<file path="config.mk">
export PLATFORM = sky130hd
export DESIGN_NAME = operand_forward_stage
export DESIGN_NICKNAME = d
export VERILOG_FILES = /design/src/rtl/operand_forward_stage.sv
export SDC_FILE = /design/constraint.sdc
export NUM_CORES = 1
export LEC_CHECK = 0
export ABC_CLOCK_PERIOD_IN_PS = 4000
export BUFFER_PORTS_ARGS = -buffer_cell sky130_fd_sc_hd__buf_2
export CORE_MARGIN = 3
export CORE_UTILIZATION = 39
export CTS_BUF_LIST = sky130_fd_sc_hd__clkbuf_8
export DETAILED_ROUTE_END_ITERATION = 12
export HOLD_SLACK_MARGIN = 0.03
export MAX_ROUTING_LAYER = met4
export PLACE_DENSITY = 0.74
export SLEW_MARGIN = 5
export SYNTH_ARGS = -nofsm -noshare
export SYNTH_HDL_FRONTEND = slang
export SYNTH_SLANG_ARGS = --single-unit
</file>
<file path="constraint.sdc">
create_clock -name clk -period 4 [get_ports clk]
set_input_delay 0.8 -clock clk [delete_from_list [all_inputs] [get_ports clk]]
set_output_delay 0.8 -clock clk [all_outputs]
set_load 0.01 [all_outputs]
</file>
<file path="src/rtl/operand_forward_stage.sv">
// Operand forwarding stage: R->C operand register, C->M result register,
// post-writeback capture register and the per-operand forwarding muxes.
// Optional perf counters are enabled by defining FORWARD_PERF_EN.

package operand_forward_pkg;
    typedef enum logic [1:0] {
        NO_FORWARD     = 2'd0,
        COMPUTE_RESULT = 2'd1,
        RD1_W          = 2'd2,
        RD1_POST_W     = 2'd3
    } forward_src_t;
endpackage

module operand_forward_stage
    import operand_forward_pkg::*;
#(
    parameter int unsigned XLEN  = 32,
    parameter int unsigned ADR_W = 5,
    parameter int unsigned CNT_W = 32
) (
    input  logic               clk,
    input  logic               reset,
    input  logic [XLEN-1:0]    rs1Data_R,
    input  logic [XLEN-1:0]    rs2Data_R,
    input  logic               valid_R,
    input  forward_src_t       Rs1ForwardSrc_C,
    input  forward_src_t       Rs2ForwardSrc_C,
    input  logic               StallRC,
    input  logic               FlushCM,
    input  logic [XLEN-1:0]    computeResult_C,
    input  logic [ADR_W-1:0]   rd1Adr_C,
    input  logic [XLEN-1:0]    rd1Data_W,
    input  logic [ADR_W-1:0]   rd1Adr_W,
    input  logic               RegWrite_W,
    output logic [XLEN-1:0]    rs1Operand_C,
    output logic [XLEN-1:0]    rs2Operand_C,
    output logic               valid_C,
    output logic [XLEN-1:0]    computeResult_M,
    output logic [ADR_W-1:0]   rd1Adr_M,
    output logic               valid_M,
    output logic [CNT_W-1:0]   stallCycles,
    output logic [CNT_W-1:0]   forwardCount
);

    logic [XLEN-1:0] rs1_q;
    logic [XLEN-1:0] rs2_q;
    logic [XLEN-1:0] post_w_q;

    // R->C operand register; a stall holds the C-stage instruction in place
    always_ff @(posedge clk) begin
        if (reset) begin
            rs1_q   <= '0;
            rs2_q   <= '0;
            valid_C <= 1'b0;
        end else if (!StallRC) begin
            rs1_q   <= rs1Data_R;
            rs2_q   <= rs2Data_R;
            valid_C <= valid_R;
        end
    end

    // C->M result register; a flush inserts an all-zero bubble and wins over capture
    always_ff @(posedge clk) begin
        if (reset || FlushCM) begin
            computeResult_M <= '0;
            rd1Adr_M        <= '0;
            valid_M         <= 1'b0;
        end else begin
            computeResult_M <= computeResult_C;
            rd1Adr_M        <= rd1Adr_C;
            valid_M         <= valid_C;
        end
    end

    // Post-writeback register keeps the last value written to a non-x0 register
    always_ff @(posedge clk) begin
        if (reset) begin
            post_w_q <= '0;
        end else if (RegWrite_W && (rd1Adr_W != '0)) begin
            post_w_q <= rd1Data_W;
        end
    end

    // rs1 forwarding mux; unknown selects fall back to the registered operand
    always_comb begin
        rs1Operand_C = rs1_q;
        case (Rs1ForwardSrc_C)
            COMPUTE_RESULT: rs1Operand_C = computeResult_M;
            RD1_W:          rs1Operand_C = rd1Data_W;
            RD1_POST_W:     rs1Operand_C = post_w_q;
            default:        rs1Operand_C = rs1_q;
        endcase
    end

    // rs2 forwarding mux; unknown selects fall back to the registered operand
    always_comb begin
        rs2Operand_C = rs2_q;
        case (Rs2ForwardSrc_C)
            COMPUTE_RESULT: rs2Operand_C = computeResult_M;
            RD1_W:          rs2Operand_C = rd1Data_W;
            RD1_POST_W:     rs2Operand_C = post_w_q;
            default:        rs2Operand_C = rs2_q;
        endcase
    end

`ifdef FORWARD_PERF_EN
    logic [CNT_W-1:0] stall_cnt_q;
    logic [CNT_W-1:0] fwd_cnt_q;
    logic             rs1_fwd;
    logic             rs2_fwd;
    logic [1:0]       fwd_inc;
    logic [CNT_W:0]   fwd_sum;

    // Forwarded-operand increment for this cycle (0, 1 or 2)
    always_comb begin
        rs1_fwd = (Rs1ForwardSrc_C == COMPUTE_RESULT) || (Rs1ForwardSrc_C == RD1_W) ||
                  (Rs1ForwardSrc_C == RD1_POST_W);
        rs2_fwd = (Rs2ForwardSrc_C == COMPUTE_RESULT) || (Rs2ForwardSrc_C == RD1_W) ||
                  (Rs2ForwardSrc_C == RD1_POST_W);
        fwd_inc = 2'b00;
        if (valid_C && !StallRC) begin
            fwd_inc = {1'b0, rs1_fwd} + {1'b0, rs2_fwd};
        end
        fwd_sum = {1'b0, fwd_cnt_q} + (CNT_W+1)'(fwd_inc);
    end

    // Saturating perf counters
    always_ff @(posedge clk) begin
        if (reset) begin
            stall_cnt_q <= '0;
            fwd_cnt_q   <= '0;
        end else begin
            if (StallRC && (stall_cnt_q != '1)) begin
                stall_cnt_q <= stall_cnt_q + CNT_W'(1);
            end
            if (fwd_sum[CNT_W]) begin
                fwd_cnt_q <= '1;
            end else begin
                fwd_cnt_q <= fwd_sum[CNT_W-1:0];
            end
        end
    end

    assign stallCycles  = stall_cnt_q;
    assign forwardCount = fwd_cnt_q;
`else
    assign stallCycles  = '0;
    assign forwardCount = '0;
`endif

endmodule
</file>
==> results of run 1 <==
==> cell type report <==
type | instances | share of cell area
timing repair buffer | 260 | 0.157
sequential | 135 | 0.308
inverter | 1 | 0.000428
clock inverter | 13 | 0.0177
clock buffer | 19 | 0.0298
multi-input combinational | 460 | 0.454
tap | 229 | 0.0327
==> path summary, 6_finish.rpt <==
check	slack, ns	cells after the start	endpoint
worst max-delay path	0.98	4	rs2Operand_C[18]
worst min-delay path	0.49	1	valid_M
worst max register to register	2.95	3	post_w_q[28]
worst min register to register	0.49	1	valid_M
==> cells in the mapped netlist (all sizes together) <==
cell type,count
inv,1
buf,123
nand2,32
mux2i,65
o311ai,32
mux4,64
clkbuf,9
conb,1
nor3,1
nor3b,32
nor2,67
dlymetal6s2s,2
dfxtp,135
and2,38
a41oi,32
or2,1
nand4,32
==> power by group through the flow <==
stage	sequential [mW]	combinational, mW	clock [mW]
finish	1.49	0.622	1.19
detailed placement	1.52	0.623	0
floorplan	1.51	0.468	0
global route	1.50	0.681	1.30
global placement	1.52	0.612	0
CTS	1.49	0.625	1.23
==> registers in the layout, summed over array words and instances, names as in the netlist <==
register / cells
computeResult_M: 32
post_w_q: 32
rs1_q: 32
rs2_q: 32
rd1Adr_M: 5
valid_C: 1
valid_M: 1
==> cells by family (layout without fill, tap and decap cells) <==
group	Yosys count	in the layout	synth area share
AO/OA/AOI/OAI	64	64	0.0752
other	1	64	0.000503
flip-flops	135	135	0.363
AND/OR/NAND/NOR	203	203	0.144
multiplexers	129	129	0.281
buffers and inverters	135	293	0.137
==> routing by layer <==
| metal | GRT usage | vias to the layer above | share of wire |
|---|---|---|---|
| li1 | - | 2798 | - |
| met3 | 0.0503 | 10 | 0.074 |
| met5 | - | - | 0 |
| met4 | 0.0506 | 0 | 0.0062 |
| met1 | 0.244 | 2916 | 0.42 |
| met2 | 0.311 | 274 | 0.50 |
==> impl_metrics.json, run 1 <==
{
  "worstSetupEndpointType": "output port",
  "p_clk_frac": 0.360,
  "placementRows": 49,
  "drtIter0Drc": 282,
  "overflow": 0,
  "internal_power_mw": 2.37,
  "p_seq_frac": 0.452,
  "grt.total_usage": 0.193,
  "cts.sinks": 135,
  "relSlewSlack": 0.269,
  "static-leakage-power_nw": 3.95,
  "grt_pass1_wl_mm": 30.6,
  "cts_resized": 0,
  "cts_hold_buffers": 0,
  "regArea_um2": 2700,
  "p_switching_mw": 0.931,
  "place_congestion": 0.840,
  "startpoint": "Rs2ForwardSrc_C[0]",
  "cap_viol_max_count": 0,
  "cp_num_buf_inv": 3,
  "num-fill-cells": 1693,
  "tightest_slew_ns": 1.10,
  "powerDensity_nw_per_um2": 377,
  "layout-drive-gt1-share": 0.404,
  "fin_crit_sh": 0.756,
  "viasPerCell": 5.37,
  "final_util": 0.478,
  "ir_drop_mv": 0.254,
  "die_h_um": 144,
  "swShare": 0.282,
  "clk-insertion-delay-late_ns": 0.43,
  "whs_ns": 0.492,
  "ys_types": 23,
  "dp_slack_ns": 0.914,
  "synthCells": 667,
  "vias": 5998,
  "setup_viol": 0,
  "initial_core_util": 0.406,
  "finalPower_mw": 3.31,
  "yosysTopAreaCellShare": 0.363,
  "reg2reg_from": "post_w_q[28]",
  "period_needed_ns": 3.02,
  "worstSetupStartpointType": "primary input",
  "grt_setup_unrepaired": "false",
  "syn2layout_area_growth_pct": 17.6,
  "mostFrequentLayoutCells": "247 x buf_2, 135 x dfxtp_1, 65 x mux2i_1, 65 x nor2_1",
  "postRouteAntennaNets": 0,
  "ys_seq_area_frac": 0.363,
  "num_antenna_cells": 0,
  "cpMostUsedCell": "buf_2",
  "cp.arrival_ns": 2.22,
  "core_um2": 18300,
  "hpwl_mm": 14.0,
  "port_buffers": 250,
  "status": "complete, no violations",
  "max_freq_ghz": 0.331,
  "wirelength_mm": 20.2,
  "hold_viol": 0,
  "dieArea_um2": 20800,
  "synth_warnings": 0,
  "worstSetupPathType": "primary input to output port",
  "timing.setup.tns_ns": 0,
  "post_cts_buffers": 0,
  "cts.clk_slew.worst_paths_ns": 0.08,
  "multi_input_area_um2": 3980,
  "cpMaxStageDelayCell": "mux4_2",
  "cts_buffer_depth": 2,
  "synth_area_leaders": "dfxtp_1 36%, mux4_2 19%, mux2i_1 8.7%, buf_4 7.6%, a41oi_1 3.8%",
  "report.final.slew_viol_count": 0,
  "synth_area_per_cell_um2": 11.2,
  "nets": 1023,
  "cp_max_fo": 20,
  "io_pins": 315,
  "instances_no_fill": 1117,
  "finalInstanceArea_um2": 8760,
  "cts_htree_levels": 4,
  "cts_tree": "yes",
  "yosys_register_bits": 135,
  "numCtsBuffers": 17,
  "hold_start": "valid_C",
  "timing.clock.skew_ns": 0.0000762,
  "grt_max_degree": 97,
  "required_ns": 3.20,
  "final_common_cell": "buf_2",
  "cpPeakStageDelay_ns": 0.53,
  "hold_class": "register to register",
  "drc": 0,
  "netlist_area_um2": 7450,
  "post-synth-top-area-cell": "dfxtp_1",
  "placed_cells": 1085,
  "crit_chain": "buf_2 > buf_12 > mux4_2 > buf_2",
  "dpl_cell_area_um2": 8340,
  "antenna_found_initial": 0,
  "dr.pass1.iters": 4,
  "combPwrFrac": 0.188,
  "post_drt_wl_per_cell_um": 18.1,
  "cts_root_buf": "clkbuf_8",
  "worst_slack_ns": 0.978,
  "die_width_um": 144,
  "path_delay_family": "buffers and inverters",
  "grt_pass1_vias": 5734
}
(Power assumes the default switching activity.)
==> run 2: changes to the inputs <==
- ABC_CLOCK_PERIOD_IN_PS: 4000 -> 2500
- PLACE_DENSITY: 0.74 -> 0.77
- clock period: 4 -> 2.5 ns (I/O delays scaled with it)
==> run 2 against run 1 <==
  * Final cell count rose by 0.18%
  * Wire length rose by 0.81%
  * Utilization rose by 0.66 points
  * Largest power group unchanged
==> impl_metrics.json, run 2 (synthesis gave the netlist of run 1 again) <==
{
  "status": "complete, no violations",
  "cap_viol_max_count": 0,
  "overflow": 0,
  "cpMostUsedCell": "buf_2",
  "cts_resized": 0,
  "grt.met1_usage": 0.234,
  "r2r_setup_slack_ns": 1.54,
  "worstSetupStartpointType": "primary input",
  "grt_setup_unrepaired": "false",
  "p_switching_mw": 1.54,
  "hold_class": "primary input to register",
  "place_congestion": 0.788,
  "p_seq_frac": 0.441,
  "clk-insertion-delay-late_ns": 0.43,
  "initial_core_util": 0.406,
  "cts.clk_slew.worst_paths_ns": 0.08,
  "viasPerCell": 5.45,
  "drtIter0Drc": 242,
  "fin_crit_sh": 0.880,
  "port_buffers": 250,
  "postRouteAntennaNets": 0,
  "combPwrFrac": 0.188,
  "static-leakage-power_nw": 3.98,
  "grt_pass1_wl_mm": 31.0,
  "final_common_cell": "buf_2",
  "grt.met2_usage": 0.333,
  "report.final.slew_viol_count": 0,
  "cts_tree": "yes",
  "post_drt_wl_per_cell_um": 18.2,
  "cp.arrival_ns": 1.70,
  "timing.clock.skew_ns": 0.000456,
  "cts_htree_levels": 4,
  "placementRows": 49,
  "dieArea_um2": 20800,
  "cts.sinks": 135,
  "num_antenna_cells": 0,
  "busiest_layer": "met2",
  "cp_max_fo": 13,
  "setup_viol": 0,
  "worstSetupPathType": "primary input to output port",
  "post_cts_buffers": 0,
  "core_um2": 18300,
  "swShare": 0.284,
  "timing.setup.tns_ns": 0,
  "vias": 6096,
  "path_delay_family": "buffers and inverters",
  "drc": 0,
  "worstSetupEndpointType": "output port",
  "internal_power_mw": 3.88,
  "wirelength_mm": 20.4,
  "max_freq_ghz": 0.455,
  "layout-drive-gt1-share": 0.407,
  "placed_cells": 1087,
  "hpwl_mm": 13.8,
  "p_clk_frac": 0.371,
  "die_h_um": 144,
  "cts_root_buf": "clkbuf_8",
  "period_needed_ns": 2.20,
  "numCtsBuffers": 17,
  "grt_max_degree": 71,
  "cts_hold_buffers": 0,
  "nets": 1025,
  "powerDensity_nw_per_um2": 610,
  "grt_pass1_vias": 5900,
  "grt.total_usage": 0.194,
  "ir_drop_mv": 0.336,
  "cp_num_buf_inv": 2,
  "die_width_um": 144,
  "cpPeakStageDelay_ns": 0.59,
  "dr.pass1.iters": 5,
  "crit_chain": "buf_2 > mux4_2 > buf_2",
  "syn2layout_area_growth_pct": 19.2,
  "antenna_found_initial": 0,
  "required_ns": 2.00,
  "instances_no_fill": 1119,
  "hold_viol": 0,
  "cpMaxStageDelayCell": "mux4_2",
  "io_pins": 315,
  "grt_use_met3": 0.0466,
  "mostFrequentLayoutCells": "247 x buf_2, 135 x dfxtp_1, 65 x mux2i_1, 65 x nor2_1",
  "cts_buffer_depth": 2,
  "tightest_slew_ns": 1.13,
  "relSlewSlack": 0.250
}
==> run 2: final cells by class <==
cell class                 instances  area [µm²]
clock buffer                      17         234
clock inverter                    15         200
fill                            1679        9450
inverter                           1        3.75
multi-input combinational        460        3980
sequential                       135        2700
tap                              229         287
timing repair buffer             262        1470
==> run 2: power groups by stage <==
stage / registers, mW / logic [mW] / clock network [mW]
3_5_place_dp: 2.43 / 1.02 / 0
4_1_cts: 2.38 / 1.02 / 2.08
6_report: 2.39 / 1.02 / 2.01
5_1_grt: 2.40 / 1.11 / 2.16
2_1_floorplan: 2.41 / 0.748 / 0
3_3_place_gp: 2.43 / 0.999 / 0
==> run 2: stage by stage <==
stage                     area (µm²)  power [mW]  worst slack [ns]  hold slack, ns   util
after floorplan                 7690        3.16             0.614           0.459      -
after global placement          8450        3.43             0.304           0.466  0.461
after detailed placement        8450        3.45             0.260           0.485  0.461
after CTS                       8880        5.49             0.261           0.214  0.484
after global routing            8880        5.67             0.199           0.216  0.484
final                           8880        5.41             0.301           0.259  0.484
==> run 2: worst paths after layout <==
check / startpoint / end / depth (start not counted)
worst max register to register: post_w_q[6] / post_w_q[6] / 3
worst max-delay path: Rs1ForwardSrc_C[1] / rs1Operand_C[21] / 3
worst min register to register: valid_C / valid_M / 1
worst min-delay path: computeResult_C[18] / computeResult_M[18] / 2
==> run 2: per-layer routing <==
| layer | up-vias | wire (µm) |
|---|---|---|
| li1 | 2803 | - |
| met1 | 2987 | 8220 |
| met2 | 294 | 10400 |
| met3 | 12 | 1560 |
| met4 | 0 | 167 |
| met5 | - | 0 |
==> run 3: changes to the inputs <==
- RECOVER_POWER: default -> 50
==> run 3 against run 2 <==
  * The run now ends with max-capacitance violations, max-slew violations left
  * Final cell count unchanged
  * Register-to-register slack about the same
  * Wire length about the same
  * Fmax decreased by 0.67%
  * Global-route usage unchanged
  * Clock power about the same
  * Hold slack improved by 0.00095 ns
==> impl_metrics.json, run 3 (synthesis gave the netlist of run 1 again) <==
{
  "placed_cells": 1087,
  "finalPower_mw": 5.41,
  "cts_resized": 0,
  "relSlewSlack": -0.363,
  "final_util": 0.482,
  "viasPerCell": 5.44,
  "overflow": 0,
  "io_pins": 315,
  "nets": 1025,
  "failed_checks": "max-capacitance violations, max-slew violations",
  "grt_pass1_vias": 5900,
  "instances_no_fill": 1119,
  "timing.clock.skew_ns": 0.000272,
  "grt.total_usage": 0.194,
  "hpwl_mm": 13.8,
  "antenna_found_initial": 0,
  "place_congestion": 0.788,
  "fin_crit_sh": 0.886,
  "mostFrequentLayoutCells": "233 x buf_2, 135 x dfxtp_1, 65 x mux2i_1, 65 x nor2_1",
  "placementRows": 49,
  "die_width_um": 144,
  "whs_ns": 0.260,
  "hold_viol": 0,
  "die_h_um": 144,
  "num_antenna_cells": 0,
  "final_common_cell": "buf_2",
  "powerDensity_nw_per_um2": 612,
  "cp_max_fo": 65,
  "ir_drop_mv": 0.335,
  "num-fill-cells": 1687,
  "numCtsBuffers": 17,
  "cap_viol_max_count": 2,
  "post_cts_buffers": 0,
  "report.final.slew_viol_count": 105,
  "drc": 0,
  "dpl_cell_area_um2": 8450,
  "initial_core_util": 0.406,
  "static-leakage-power_nw": 3.90,
  "drtIter0Drc": 223,
  "cts_tree": "yes",
  "dr.pass1.iters": 5,
  "cts.clk_slew.worst_paths_ns": 0.09,
  "cts.sinks": 135,
  "wirelength_mm": 20.4,
  "cts_htree_levels": 4,
  "layout-drive-gt1-share": 0.389,
  "timing.setup.tns_ns": 0,
  "port_buffers": 250,
  "post_drt_wl_per_cell_um": 18.2,
  "worstSetupPathType": "primary input to register",
  "grt_pass1_wl_mm": 31.0,
  "grt_max_degree": 71,
  "syn2layout_area_growth_pct": 18.6,
  "finalInstanceArea_um2": 8840,
  "dp_slack_ns": 0.260,
  "postRouteAntennaNets": 0,
  "cts_hold_buffers": 0,
  "clk-insertion-delay-late_ns": 0.43,
  "core_um2": 18300,
  "period_needed_ns": 2.21,
  "setup_viol": 0,
  "worstSetupStartpointType": "primary input",
  "grt_setup_unrepaired": "false",
  "cp.arrival_ns": 2.53,
  "required_ns": 2.81,
  "status": "finished, violations left",
  "vias": 6087,
  "worst_slack_ns": 0.286,
  "max_freq_ghz": 0.452,
  "dieArea_um2": 20800,
  "cts_root_buf": "clkbuf_8",
  "cts_buffer_depth": 2,
  "tightest_slew_ns": 2.04,
  "hold_class": "primary input to register",
  "worstSetupEndpointType": "register"
}
## run 3: cell type report
cell class	instances	area (µm²)	area share
Multi-Input combinational cell	460	3980	0.450
Tap cell	229	287	0.0324
Clock buffer	17	234	0.0265
Clock inverter	15	200	0.0227
Sequential cell	135	2700	0.306
Timing Repair Buffer	262	1440	0.163
Inverter	1	3.75	0.000425
## run 3: worst max-delay path, stage by stage
cell and delay, ns:
clkbuf_4 0.09, buf_2 1.41, mux2i_1 0.32, nor2_1 0.07
## run 3: metal layers
layer | global-route usage | part of all wire | vias up
li1 | - | - | 2801
met1 | 0.234 | 0.41 | 2975
met2 | 0.333 | 0.51 | 297
met3 | 0.0466 | 0.073 | 14
met4 | 0.0427 | 0.0086 | 0
met5 | - | 0 | -
## run 3: path summary, 6_finish.rpt
kind,end,slack [ns],from,cells after the start
setup / recovery,rs1_q[22],0.29,StallRC,4
hold / removal,computeResult_M[24],0.26,computeResult_C[24],2
setup reg to reg,post_w_q[6],1.54,post_w_q[6],3
hold reg to reg,rs2_q[28],0.50,rs2_q[28],2
## run 3: where the power goes
| part | total, mW | internal, mW | switching [mW] |
|---|---|---|---|
| Sequential | 2.39 | 2.29 | 0.0990 |
| Combinational | 1.02 | 0.494 | 0.522 |
| Clock | 2.01 | 1.09 | 0.916 |
| Total | 5.41 | 3.88 | 1.54 |
